File: config.mk
export PLATFORM = sky130hd
export DESIGN_NAME = msk_pre_inv_sbox_seq
export DESIGN_NICKNAME = d
export VERILOG_FILES = /design/src/rtl/msk_pre_inv_sbox_seq.sv
export SDC_FILE = /design/constraint.sdc
export NUM_CORES = 1
export LEC_CHECK = 0
export BUFFER_PORTS_ARGS = -buffer_cell sky130_fd_sc_hd__buf_2
export CAP_MARGIN = 20
export CORE_ASPECT_RATIO = 1.25
export CORE_MARGIN = 3
export CORE_UTILIZATION = 25
export CTS_CLUSTER_DIAMETER = 30
export DETAILED_ROUTE_END_ITERATION = 6
export GPL_TIMING_DRIVEN = 0
export PLACE_DENSITY_LB_ADDON = 0.3
export SLEW_MARGIN = 20
export SYNTH_ARGS = -nofsm -noshare
export SYNTH_HDL_FRONTEND = slang
export SYNTH_SLANG_ARGS = --single-unit
File: constraint.sdc
create_clock -name clk -period 1.87 [get_ports clk]
set_input_delay 0.374 -clock clk [delete_from_list [all_inputs] [get_ports clk]]
set_output_delay 0.374 -clock clk [all_outputs]
set_load 0.01 [all_outputs]
File: src/rtl/msk_pre_inv_sbox_seq.sv
// msk_pre_inv_sbox_seq: masked linear pre-layer for the inverse sbox, with a pin FIFO that re-aligns with the sbox output
module msk_pre_inv_sbox_seq #(
  parameter int d = 4,
  parameter int NBITS = 4,
  parameter int DEPTH = 4,
  localparam int CW = $clog2(DEPTH + 1),
  localparam int PW = $clog2(DEPTH)
) (
  input  logic               clk,
  input  logic               rst,
  input  logic [NBITS*d-1:0] in_data,
  input  logic               in_valid,
  output logic               in_ready,
  output logic [NBITS*d-1:0] sb_data,
  output logic               sb_valid,
  input  logic               sb_ready,
  output logic [2*d-1:0]     p_data,
  output logic               p_valid,
  input  logic               p_ready,
  output logic [CW-1:0]      p_count,
  output logic               underflow
);
  logic [d-1:0] x0, x1, x2, x3;
  logic [NBITS*d-1:0] lin_s;
  logic [2*d-1:0] st_p;
  logic [2*d-1:0] mem [DEPTH];
  logic [PW-1:0] wptr, rptr;
  logic st_v, push, pop, load;
  assign x0 = in_data[0 +: d];
  assign x1 = in_data[d +: d];
  assign x2 = in_data[2*d +: d];
  assign x3 = in_data[3*d +: d];
  assign lin_s = {x2 ^ x3, x3, x1, x0 ^ x2};
  assign sb_valid = st_v & (p_count != CW'(DEPTH));
  assign push = sb_valid & sb_ready;
  assign in_ready = !st_v | push;
  assign load = in_valid & in_ready;
  assign p_valid = p_count != '0;
  assign pop = p_valid & p_ready;
  assign p_data = p_valid ? mem[rptr] : '0;
  always_ff @(posedge clk or posedge rst)
    if (rst) begin
      st_v <= 1'b0;
      sb_data <= '0;
      st_p <= '0;
      wptr <= '0;
      rptr <= '0;
      p_count <= '0;
      underflow <= 1'b0;
    end else begin
      if (load) begin
        st_v <= 1'b1;
        sb_data <= lin_s;
        st_p <= {x1, x0};
      end else if (push)
        st_v <= 1'b0;
      if (push) wptr <= (wptr == PW'(DEPTH - 1)) ? '0 : wptr + 1'b1;
      if (pop) rptr <= (rptr == PW'(DEPTH - 1)) ? '0 : rptr + 1'b1;
      if (push != pop) p_count <= push ? p_count + 1'b1 : p_count - 1'b1;
      if (p_ready & !p_valid) underflow <= 1'b1;
    end
  always_ff @(posedge clk)
    if (push) mem[wptr] <= st_p;
endmodule
==> impl_summary.txt <==
----------------------------------------------------
[Final layout]
  Count of filler cells inserted in the layout ... 1040
  Final design area excluding fillers ... 3740 um^2
  Final cell utilization of the core ... 34.7%
  Commonest non-fill, non-tap cell in the layout ... buf_2
  Antenna diode instance count ... 0
  Seq. cell area ... 1690 um^2
  Number of nets in the finished design ... between 200 and 300
  Layout cells sized above 1 ... 55.0%
  Multi-input logic area ... 1020 um^2
  Area growth syn-to-layout ... 33.6%
  Most frequent cells in the layout ... buf_2, edfxtp_1, dfrtp_1, mux2_4, buf_4

[Floorplan]
  Effective utilization at floorplan ... 26.0%
  Top Ports ... 52
  Core Area ... 10800 um^2
  Die span in x ... a little over 100 um
  Die outline area ... 12500 um^2
  Die height ... 124 um
  Standard-cell row count ... 42

[Timing]
  Max-slew violation total from the final report ... 0
  Transition time of the tightest slew-check pin ... 0.675 ns
  Final Setup Violations ... 9
  Slew margin rel. ... between 50% and 60%
  Share of the clock period used by the worst path after layout ... 109%
  Final-report hold violation count ... 0
  Max Clk Rate ... approximately 490 MHz
  PnR worst setup slack ... -0.160 ns
  Final period demand of the worst path ... 2.03 ns
  RSZ-0062 raised after global routing ... yes
  Layout Skew ... 0.00766 ns

[Logic synthesis]
  Ys Warns ... 0
  Async S/R FF share, synth ... a little under half
  Number of flops mapped to enable cells by yosys ... 32
  Top cells by area, synth ... edfxtp_1, dfrtp_1, mux2_4
  Leading area contributor after synthesis ... edfxtp_1
  Number of distinct library cell variants in the gate-level netlist after synthesis ... 38
  Total of flip-flops plus latches after synthesis ... 61
  Cells after Synth ... 175
  Fraction of post-synthesis cell area in the top cell type by area ... ~34%
  Share of the yosys chip area belonging to registers ... 60.3%
  Avg Cell Area, Syn ... about 16 um^2
  Synthesized cell area ... 2800 um^2
  Dominant register cell in the synthesized netlist ... edfxtp_1
  Mapped Nets ... 202

[Worst setup path]
  Slack of the worst reg-to-reg path ... -0.04 ns
  Series of cell instances along the critical path ... buf_8 -> mux4_2 -> and2_4 -> buf_2
  Reg2reg start ... p_count[2]
  Startpoint type of the worst setup path ... flip-flop
  Maximum fanout count along the critical path ... 5
  Critical path's slowest cell ... mux4_2
  Critical path data arrival time ... 1.66 ns
  Critical path destination ... p_data[1]
  Delay contributed by the slowest stage of the critical path ... 0.51 ns
  CP Data Required Time ... approximately 1.5 ns
  Critical Path Source ... rptr[0]
  R2r worst-path depth ... 7
  Worst Path Class, Setup ... reg2out
  Capture instance of the worst register-to-register path ... p_count[2]
  CP endpoint kind ... output port

[Placed design]
  Number of port buffers ... 50
  Placer congestion estimate ... between 0.6 and 0.7
  Placed wire-length estimate ... 3670 um
  Total cell area at the placement stage ... 3240 um^2

[GRT]
  Vias in the first global route ... 1819
  Wire length of the first global-routing pass ... 9410 um
  Initial antenna violation count ... 0
  Largest net degree at the start of global routing ... 30
  Leftover overflow at the end of global routing ... 0
  Overall track demand over capacity in global routing ... 10.0%

[Pwr]
  Pwr Density ... ~1700 nW/um^2
  Worst IR drop on VDD ... ~0.63 mV
  Static power due to leakage ... 1.59 nW

[CTS]
  Cts-stage hold buffer count ... 0
  Clk sinks ... 61
  H-tree depth ... 3
  Post-CTS clock slew at the launch and capture registers of the worst setup and hold paths ... approximately 0.050 ns
  Clk Tree Root Cell ... clkbuf_16
  Clock network latency to the later pin of the worst-skew pair ... 0.32 ns
  Clock tree buffer depth ... 2
  Clock tree from TritonCTS ... built
  Number of buffers created by CTS ... 9

[Drt]
  Overall via count from detail_route ... 1632
  Drt wl/cell ... about 15 um
  Router iterations before antenna repair ... 4
  Drt first-iter violations ... 61
  Number of vias per cell ... 4.26
  Remaining antenna violation count ... 0
  Total detailed-routing wirelength ... 5610 um
  # DRC ... 0

[Run]
  Number of max-cap violations ... 0

[Min path]
  Type of the tightest min-delay check ... in2async

[Status]
  Violations in the final reports ... setup timing
  Outcome ... finished, violations left

----------------------------------------------------
worst max-delay path: cells and delay by family, from the launching register on:
kind,cells,cell delay [ns]
mux,1,0.51
flops,1,0.41
buf+inv,2,0.27
simple gates,1,0.15
flip-flops by register name, indices dropped and copies added (netlist names):
signal and cells:
sb_data 16, mem 32, st_v 1, st_p 4, wptr 2, underflow 1, p_count 3, rptr 2
kinds of logic (layout without fill, tap and decap cells):
logic type      count (synthesis)  after routing  share of synthesized area, %
flops                          61             61                          60.3
mux                            33             33                          19.1
simple gates                   32             32                          7.29
buf+inv                        22             98                          4.20
compound gates                 13             13                          3.67
xor+xnor                        8              8                          2.50
fa+ha+maj                       6              6                          2.95
worst min path at each step:
stage | startpoint | endpoint | slack, ns | depth (start not counted)
after global placement | underflow | underflow | 0.46 | 1
after global routing | rst | sb_data[12] | 0.21 | 2
after floorplan | rst | p_count[1] | 0.45 | 1
after CTS | rst | sb_data[0] | 0.18 | 2
after detailed placement | underflow | underflow | 0.48 | 1
final | rst | sb_data[12] | 0.15 | 2
per-layer routing:
metal / global-route usage, % / share of wire, % / up-vias
met4: 5.95 / 1.7 / 0
met2: 16.9 / 54 / 37
li1: - / - / 774
met1: 11.3 / 41 / 816
met3: 2.13 / 3.9 / 5
met5: 0 / 0 / -
power by group:
group	leakage, nW	switching (mW)	total [mW]	internal, mW
Sequential	0.623	0.283	2.16	1.88
Clock	0.156	0.549	1.79	1.24
Combinational	0.814	0.974	2.39	1.42
metrics by stage:
step                setup WS, ns  hold slack (ns)  setup TNS [ns]  power (mW)  cells
floorplan                -0.0970            0.452          -0.130        3.51    175
global placement          -0.199            0.458           -1.53        4.13    357
detailed placement        -0.231            0.478           -1.54        4.19    357
CTS                       -0.211            0.178           -1.60        6.32    379
global route              -0.227            0.207           -1.85        6.75    383
finish                    -0.160            0.154           -1.19        6.34    383
synthesized netlist by cell type, types with 2 or more instances:
library cell,instances
o31ai_1,2
mux2_2,4
a21oi_1,2
nand3_1,2
o211ai_1,2
buf_4,4
clkbuf_1,3
edfxtp_1,32
mux2_4,20
xor2_1,8
and2_1,13
dfrtp_1,29
buf_6,2
buf_2,3
nor2_1,4
nand4_1,2
ha_1,5
nand2_1,3
inv_1,9
mux4_2,8
what timing repair did:
action                                  4_1_cts  5_1_grt
endpoints found under the setup margin       12       12
resized for setup                            17        7
hold endpoints to repair                      0        0
pin swaps                                     7        1
gates cloned                                  1        0
setup buffers                                 6        4
cell type report:
type,instances,area share [%]
flip-flops and latches,61,45.2
multi-input cells,92,27.4
repair buffers,61,10.2
clock buffers,13,6.96
well taps,132,4.42
plain buffers,12,3.11
clock inverters,3,1.81
inverters,9,0.903
No activity file was read; power rests on OpenSTA's default activity.
